<file path="src/rtl/synapse_pkg.sv">
// Shared widths, default synapse table base and fetch FSM encoding.
package synapse_pkg;

    localparam int AXON_W = 8;
    localparam int ROW_W = 32;
    localparam logic [31:0] DEFAULT_SYN_BASE = 32'h3000_0000;

    typedef enum logic [1:0] {
        ST_IDLE = 2'd0,
        ST_BUS  = 2'd1,
        ST_HOLD = 2'd2
    } fetch_state_e;

    // Rows are one word apart; the sum wraps modulo 2^32.
    function automatic logic [31:0] row_addr(input logic [31:0] base,
                                             input logic [AXON_W-1:0] axon);
        return base + {22'b0, axon, 2'b00};
    endfunction

endpackage

</file>
<file path="src/rtl/spike_fifo.sv">
// Small synchronous FIFO for pending axon spike requests.
module spike_fifo #(
    parameter int WIDTH = 8,
    parameter int DEPTH = 4
) (
    input  logic             clk,
    input  logic             rst,
    input  logic             push,
    input  logic [WIDTH-1:0] push_data,
    input  logic             pop,
    output logic [WIDTH-1:0] pop_data,
    output logic             full,
    output logic             empty
);

    localparam int AW = $clog2(DEPTH);

    logic [AW:0]      wr_ptr_q, wr_ptr_d;
    logic [AW:0]      rd_ptr_q, rd_ptr_d;
    logic [WIDTH-1:0] storage_q [DEPTH];
    logic             push_en;
    logic             pop_en;

    // Extra pointer bit distinguishes full from empty when the indices match.
    assign full  = (wr_ptr_q[AW] != rd_ptr_q[AW]) && (wr_ptr_q[AW-1:0] == rd_ptr_q[AW-1:0]);
    assign empty = (wr_ptr_q == rd_ptr_q);
    assign pop_data = storage_q[rd_ptr_q[AW-1:0]];

    always_comb begin
        push_en  = push && !full;
        pop_en   = pop && !empty;
        wr_ptr_d = wr_ptr_q + {{AW{1'b0}}, push_en};
        rd_ptr_d = rd_ptr_q + {{AW{1'b0}}, pop_en};
    end

    always_ff @(posedge clk) begin
        if (rst) begin
            wr_ptr_q <= '0;
            rd_ptr_q <= '0;
        end else begin
            wr_ptr_q <= wr_ptr_d;
            rd_ptr_q <= rd_ptr_d;
        end
    end

    always_ff @(posedge clk) begin
        if (push_en) begin
            storage_q[wr_ptr_q[AW-1:0]] <= push_data;
        end
    end

endmodule

</file>
<file path="src/rtl/synapse_fetch_master.sv">
// Queues axon spikes and fetches each synapse row over a read-only Wishbone master.
//
//   state   | meaning
//   --------+-----------------------------------------------------------
//   ST_IDLE | no bus cycle; pops the next queued spike when one exists
//   ST_BUS  | cyc/stb high, waiting for ack or for the wait counter to expire
//   ST_HOLD | row presented on row_*_o until the consumer takes it
module synapse_fetch_master
    import synapse_pkg::*;
#(
    parameter logic [31:0] BASE_ADDR  = DEFAULT_SYN_BASE,
    parameter int          FIFO_DEPTH = 4,
    parameter int          TIMEOUT    = 15
) (
    input  logic              wb_clk_i,
    input  logic              wb_rst_i,
    input  logic              spike_valid_i,
    input  logic [AXON_W-1:0] spike_axon_i,
    output logic              spike_ready_o,
    output logic              wbm_cyc_o,
    output logic              wbm_stb_o,
    output logic              wbm_we_o,
    output logic [3:0]        wbm_sel_o,
    output logic [31:0]       wbm_adr_o,
    input  logic [31:0]       wbm_dat_i,
    input  logic              wbm_ack_i,
    output logic              row_valid_o,
    output logic [ROW_W-1:0]  row_data_o,
    output logic [AXON_W-1:0] row_axon_o,
    input  logic              row_ready_i,
    output logic              err_o
);

    localparam logic [7:0] TIMEOUT_C = 8'(TIMEOUT);

    fetch_state_e      state_q, state_d;
    logic [AXON_W-1:0] axon_q, axon_d;
    logic [31:0]       adr_q, adr_d;
    logic              cyc_q, cyc_d;
    logic [7:0]        wait_q, wait_d;
    logic [ROW_W-1:0]  row_data_q, row_data_d;
    logic              err_q, err_d;

    logic              fifo_push;
    logic              fifo_pop;
    logic [AXON_W-1:0] fifo_head;
    logic              fifo_full;
    logic              fifo_empty;
    logic [7:0]        wait_inc;

    // Ready is forced low while reset is asserted so nothing is lost at the reset edge.
    assign spike_ready_o = !fifo_full && !wb_rst_i;
    assign fifo_push     = spike_valid_i && spike_ready_o;

    spike_fifo #(
        .WIDTH (AXON_W),
        .DEPTH (FIFO_DEPTH)
    ) u_spike_fifo (
        .clk       (wb_clk_i),
        .rst       (wb_rst_i),
        .push      (fifo_push),
        .push_data (spike_axon_i),
        .pop       (fifo_pop),
        .pop_data  (fifo_head),
        .full      (fifo_full),
        .empty     (fifo_empty)
    );

    assign wbm_cyc_o   = cyc_q;
    assign wbm_stb_o   = cyc_q;
    assign wbm_we_o    = 1'b0;
    assign wbm_sel_o   = 4'b1111;
    assign wbm_adr_o   = adr_q;
    assign row_valid_o = (state_q == ST_HOLD);
    assign row_data_o  = row_data_q;
    assign row_axon_o  = axon_q;
    assign err_o       = err_q;
    assign wait_inc    = wait_q + 8'd1;

    always_comb begin
        state_d    = state_q;
        axon_d     = axon_q;
        adr_d      = adr_q;
        cyc_d      = cyc_q;
        wait_d     = wait_q;
        row_data_d = row_data_q;
        err_d      = err_q;
        fifo_pop   = 1'b0;

        case (state_q)
            ST_IDLE: begin
                if (!fifo_empty) begin
                    fifo_pop = 1'b1;
                    axon_d   = fifo_head;
                    adr_d    = row_addr(BASE_ADDR, fifo_head);
                    cyc_d    = 1'b1;
                    wait_d   = 8'd0;
                    state_d  = ST_BUS;
                end
            end
            ST_BUS: begin
                // Ack is checked first so an ack on the expiring cycle still delivers the row.
                if (wbm_ack_i) begin
                    row_data_d = wbm_dat_i;
                    cyc_d      = 1'b0;
                    wait_d     = 8'd0;
                    state_d    = ST_HOLD;
                end else if (wait_inc == TIMEOUT_C) begin
                    cyc_d   = 1'b0;
                    err_d   = 1'b1;
                    wait_d  = 8'd0;
                    state_d = ST_IDLE;
                end else begin
                    wait_d = wait_inc;
                end
            end
            ST_HOLD: begin
                if (row_ready_i) begin
                    state_d = ST_IDLE;
                end
            end
            default: begin
                state_d = ST_IDLE;
                cyc_d   = 1'b0;
            end
        endcase
    end

    always_ff @(posedge wb_clk_i) begin
        if (wb_rst_i) begin
            state_q    <= ST_IDLE;
            axon_q     <= '0;
            adr_q      <= '0;
            cyc_q      <= 1'b0;
            wait_q     <= '0;
            row_data_q <= '0;
            err_q      <= 1'b0;
        end else begin
            state_q    <= state_d;
            axon_q     <= axon_d;
            adr_q      <= adr_d;
            cyc_q      <= cyc_d;
            wait_q     <= wait_d;
            row_data_q <= row_data_d;
            err_q      <= err_d;
        end
    end

endmodule

</file>
<file path="config.mk">
export PLATFORM = sky130hd
export DESIGN_NAME = synapse_fetch_master
export DESIGN_NICKNAME = d
export VERILOG_FILES = /design/src/rtl/synapse_pkg.sv /design/src/rtl/spike_fifo.sv /design/src/rtl/synapse_fetch_master.sv
export SDC_FILE = /design/constraint.sdc
export NUM_CORES = 1
export LEC_CHECK = 0
export CORE_MARGIN = 5
export CORE_UTILIZATION = 29
export CTS_CLUSTER_SIZE = 28
export DETAILED_ROUTE_END_ITERATION = 6
export REMOVE_ABC_BUFFERS = 1
export SYNTH_ARGS = -nofsm -noshare
export SYNTH_HDL_FRONTEND = slang
export SYNTH_SLANG_ARGS = --single-unit
export TNS_END_PERCENT = 1
</file>
<file path="constraint.sdc">
create_clock -name wb_clk_i -period 3.9 [get_ports wb_clk_i]
set_input_delay 0.585 -clock wb_clk_i [delete_from_list [all_inputs] [get_ports wb_clk_i]]
set_output_delay 0.585 -clock wb_clk_i [all_outputs]
set_load 0.05 [all_outputs]
</file>
# Word level (Yosys, flattened, before mapping)
# Memory sizes are Yosys's and may differ from the RTL's. A register that Yosys moved wholly into a read port is not among the register bits.
# Cells that the tools add are included.
[word_totals]
regBits = 90
mem_bits_rw = 32
inputBits = 45
out_inout_bits = 82
n_memories = 1
[op_classes]
addsub = 4
n_eq_ne = 9
mux = 18
bitwise_logic = 3
reduce_logical = 16
[mem_list]
columns = ["name", "depth", "word_bits", "rd", "rd_ports_with_merged_regs", "wr", "line", "source"]
rows = [
  ["u_spike_fifo.storage_q", 4, 8, 1, 1, 1, "spike_fifo.sv:20", "logic [WIDTH-1:0] storage_q [DEPTH];"],
]
[ops]
columns = ["op", "count"]
rows = [
  ["adder 30 x 10 -> 31 bit (first input constant)", 1],
  ["2-to-1 mux 8 bit", 3],
  ["case mux 8 bit (2 select lines)", 1],
  ["2-to-1 mux 2 bit", 5],
  ["AND reduction 3 bit", 3],
  ["adder 8 x 1 -> 8 bit (second input constant)", 1],
  ["== test 8 x 4 -> 1 bit (second input constant)", 1],
  ["2-to-1 mux 1 bit", 7],
  ["adder 3 x 1 -> 3 bit", 2],
  ["case mux 2 bit (3 select lines)", 1],
  ["AND reduction 2 bit", 3],
  ["logical AND 1 bit", 5],
  ["== test 3 bit", 1],
  ["logical NOT 1 bit", 3],
  ["!= test 3 bit (second input constant)", 1],
  ["NOT 1 bit", 3],
  ["case mux 1 bit (3 select lines)", 1],
  ["== test 2 x 1 -> 1 bit (second input constant)", 1],
  ["== test 2 bit", 1],
  ["== test 2 bit (second input constant)", 1],
  ["logical NOT 2 bit", 1],
  ["!= test 2 x 1 -> 1 bit (second input constant)", 1],
  ["!= test 2 bit (second input constant)", 1],
  ["nonzero test 2 bit", 1],
  ["!= test 1 bit", 1],
]

# Depth between registers and ports, before layout
[logic_depth]
depth_word = 8
ltp_mapped = 9

# Cells and area by module
# A second synthesis with hierarchy kept.
[hier_totals]
cells_unflattened = 381
area_unflattened_um2 = 3888.7
[modules_own_cells]
columns = ["mod", "instances", "cells_each", "area_per_inst_um2", "seq_area_each_um2"]
rows = [
  ["synapse_fetch_master", 1, 302, 2347.3, 1061.0],
  ["spike_fifo", 1, 79, 1541.5, 1081.0],
]

# Least setup slack after synthesis
# Ideal clock, no wire load.
[synth_path]
kind = "in2reg"
startpoint = "input port wb_rst_i"
endpoint = "memory u_spike_fifo.storage_q[0][0] (enable)"
setup_ns = 0.385
arrival_ns = 2.599
required_ns = 3.515
setup_slack_ns = 0.915
cell_stages = 4
n_path_buf = 1
path_cell_list = "clkbuf_1 > a31oi_1 > and2_1 > nor3b_1"
[synth_between]
elab_chain_cells = 6
[synth_rtl]
columns = ["element", "line", "source"]
rows = [
  ["start, declared", "synapse_fetch_master.sv:16", "input logic wb_rst_i,"],
  ["logical NOT 1 bit", "synapse_fetch_master.sv:52", "assign spike_ready_o = !fifo_full && !wb_rst_i;"],
  ["logical AND 1 bit", "synapse_fetch_master.sv:52", ""],
  ["net spike_ready_o", "synapse_fetch_master.sv:19", "output logic spike_ready_o,"],
  ["logical AND 1 bit", "synapse_fetch_master.sv:53", "assign fifo_push = spike_valid_i && spike_ready_o;"],
  ["logical AND 1 bit", "spike_fifo.sv:30", "push_en = push && !full;"],
  ["2-to-1 mux 1 bit", "spike_fifo.sv:47", "if (push_en) begin"],
  ["2-to-1 mux 1 bit (not written as such)", "spike_fifo.sv:48", "storage_q[wr_ptr_q[AW-1:0]] <= push_data;"],
  ["end, declared", "spike_fifo.sv:20", ""],
]
# The timed path passes the listed nets, and every way through them passes these cells.

# Final worst setup path
[layout_path]
startpoint = "register u_spike_fifo.rd_ptr_q[1]"
endpoint = "output port spike_ready_o"
[layout_between]
elab_chain_cells = 4
[layout_rtl]
columns = ["element", "line", "source"]
rows = [
  ["start, declared", "spike_fifo.sv:19", "logic [AW:0] rd_ptr_q, rd_ptr_d;"],
  ["start signal, assigned", "spike_fifo.sv:42", "rd_ptr_q <= rd_ptr_d;"],
  ["== test 2 bit", "spike_fifo.sv:25", "assign full = (wr_ptr_q[AW] != rd_ptr_q[AW]) && (wr_ptr_q[AW-1:0] == rd_ptr_q[AW-1:0]);"],
  ["logical AND 1 bit", "spike_fifo.sv:25", ""],
  ["logical NOT 1 bit", "synapse_fetch_master.sv:52", ""],
  ["logical AND 1 bit", "synapse_fetch_master.sv:52", ""],
  ["end, declared", "synapse_fetch_master.sv:19", ""],
]
# Every way passes these cells.

==> results.txt <==
mapped cell area: 3744 sq um
DR vias: 2654
routed vias/inst: 4.301
Max Clk Rate: 359.1 MHz
Clock Skew: 9.811 ps
Starting DRT DRC Count: 109
Slew Limit Fails: 0
number of diodes: 0
leakage power: 1.781 nW
Logic pwr share: 0.382
largest net degree at the start of global routing: 63
Die ar.: 15280 sq um
Critical Path RT: 3310 ps
CTS Hold Bufs: 0
Yosys reg bits: 91
clock power share: 0.258
Die W: 123.6 microns
GPL Wtd Cong: 0.7572
Max Cap Violations: 0
Final Critical Period: 2784 ps
Starting Density: 0.2966
Final setup viols: 0
CTS tree: yes
VDD IR-drop max: 0.3944 mV
worst slew pin tran: 691.8 ps
Pint: 0.001973 W
slew margin rel.: 0.5371
EDFF count, synth: 32
Pwr per Cell Area: 644.7 nW/um^2
ys flop type: dfxtp_1
die height: 123.6 microns
initial antenna violation count: 0
first-pass GRT wire length: 12650 microns
multi-input logic area: 1339 sq um
synth warn: 0
post-synthesis cell type count: 36
CTS Sinks: 91
buffer levels on the longest clock path: 2
Resized Gates After CTS: 0
Hold WC Path Type: reg -> reg
Wirelength per Cell: 13.30 microns
Async SR Flop Fraction: 0
post-layout util: 0.3989
CTS HTree Levels: 3
global route overflow: 0
sequential element share of the synthesized area: 0.5722
DP Wirelength: 5727 microns
RSZ-0062 raised after global routing: no
Storage cell area: 2142 sq um
Fillers: 1248
commonest non-fill, non-tap cell in the layout: clkdlybuf4s50_1
PortBufs: 99
gr usage total: 0.1052
number of global-route vias before repair: 2551
Site Rows: 41
switching pwr: 0.001272 W
Syn Area/Cell: 10.64 sq um
Root Buffer: clkbuf_16
CP arrival: 2200 ps
Reg clk slew, reported paths: 70 ps
Pre-antenna DRT Iters: 4
Remaining DRCs: 0
Worst Setup End Kind: output port
Nets: 491
synthesized netlist cell count: 352
setup bufs post-CTS: 0
sw frac: 0.3920
final antenna-violating net count: 0
period utilization: 0.7140
io pins: 127
Hold Fails Final Rpt: 0
final WL: 8205 microns
sequential power share: 0.360
share of post-route cells with drive strength above 1: 0.07640
core box area: 12620 sq um
commonest non-fill, non-tap cells in the layout: clkdlybuf4s50_1 (98), nand2_1 (69), dfxtp_1 (59)
worst skew pair latency: 340 ps
final setup TNS: 0 ps
Setup CP Type: reg -> out
CP max FO: 10
total CTS buffers: 9
status: finished, final reports clean
hold_ws: 449.6 ps
CP startpoint kind: flop
Syn-to-layout area delta: 34.46%
[layer usage]
metal,global-route usage,vias to the layer above,share of wire
li1,-,1312,-
met1,0.1396,1213,0.46
met2,0.1666,120,0.44
met3,0.03088,9,0.093
met4,0.03114,0,0.0067
met5,0,-,0
[synthesized netlist by cell type (all sizes together), types with 2 or more instances]
cell type / n / area, sq um
ha: 6 / 75.07
dfxtp: 59 / 1181
o31ai: 3 / 22.52
xor2: 3 / 26.28
conb: 2 / 7.510
a21oi: 39 / 195.2
o21ai: 5 / 25.02
xnor2: 5 / 43.79
nor3: 3 / 20.02
nor2b: 7 / 43.79
mux4: 8 / 180.2
or3: 2 / 12.51
nor2: 20 / 75.07
edfxtp: 32 / 960.9
mux2i: 8 / 80.08
nor3b: 2 / 15.01
nand3b: 6 / 45.04
inv: 4 / 15.01
and3b: 2 / 17.52
nand2: 69 / 259.0
and3: 2 / 12.51
nand3: 3 / 15.01
buf: 40 / 297.8
clkbuf: 13 / 48.80
[state kept, by name (all words and copies together) (netlist names)]
name	cells
row_data_o	32
wait_q	8
u_spike_fifo.wr_ptr_q	3
u_spike_fifo.storage_q	32
row_axon_o	7
state_q	2
u_spike_fifo.rd_ptr_q	3
wbm_adr_o	2
err_o	1
wbm_cyc_o	1
[metrics by stage]
step | area (sq um) | setup slack, ps | total power (W) | std cells
after detailed placement | 4742 | 1467 | 0.002439 | 601
after global routing | 5034 | 981.8 | 0.003413 | 617
after CTS | 5034 | 1073 | 0.003293 | 617
after floorplan | 3491 | 805.6 | 0.002006 | 324
final | 5034 | 1116 | 0.003245 | 617
after global placement | 4742 | 1451 | 0.002431 | 601
[path summary, 6_finish.rpt]
check / start / end / slack [ps] / cells after the start
setup / recovery: u_spike_fifo.rd_ptr_q[1] / spike_ready_o / 1120 / 3
setup reg to reg: u_spike_fifo.rd_ptr_q[1] / u_spike_fifo.storage_q[2][6] / 1690 / 5
hold reg to reg: err_o / err_o / 450 / 2
hold / removal: err_o / err_o / 450 / 2
[power groups by stage]
| stage | logic (W) | clock network, W | registers [W] |
|---|---|---|---|
| final | 0.00124 | 0.000837 | 0.00117 |
| after global routing | 0.00132 | 0.000910 | 0.00119 |
| after CTS | 0.00126 | 0.000867 | 0.00117 |
| after detailed placement | 0.00125 | 0 | 0.00119 |
| after global placement | 0.00125 | 0 | 0.00118 |
| after floorplan | 0.000397 | 0 | 0.00161 |
[cells by family after synthesis]
kind of cell / after synthesis / share of synthesized area
buffers and inverters: 57 / 0.09659
multiplexers: 16 / 0.06952
other: 2 / 0.002006
XOR/XNOR: 8 / 0.01872
AO/OA/AOI/OAI: 52 / 0.07487
adder cells (fa/ha/maj): 6 / 0.02005
flip-flops: 91 / 0.5722
AND/OR/NAND/NOR: 120 / 0.1461
[area by class of cell]
cell class	count	area share
Inverter	4	0.002983
Sequential cell	91	0.4256
Multi-Input combinational cell	229	0.2660
Timing Repair Buffer	105	0.2048
Tap cell	172	0.04275
Clock inverter	7	0.01317
Clock buffer	9	0.04474
[worst max-delay path, cell delays in order (launching register included)]
cell and delay [ps]:
dfxtp_1 630, xnor2_1 150, a31oi_1 240, clkdlybuf4s50_1 840
(Power assumes the default switching activity.)
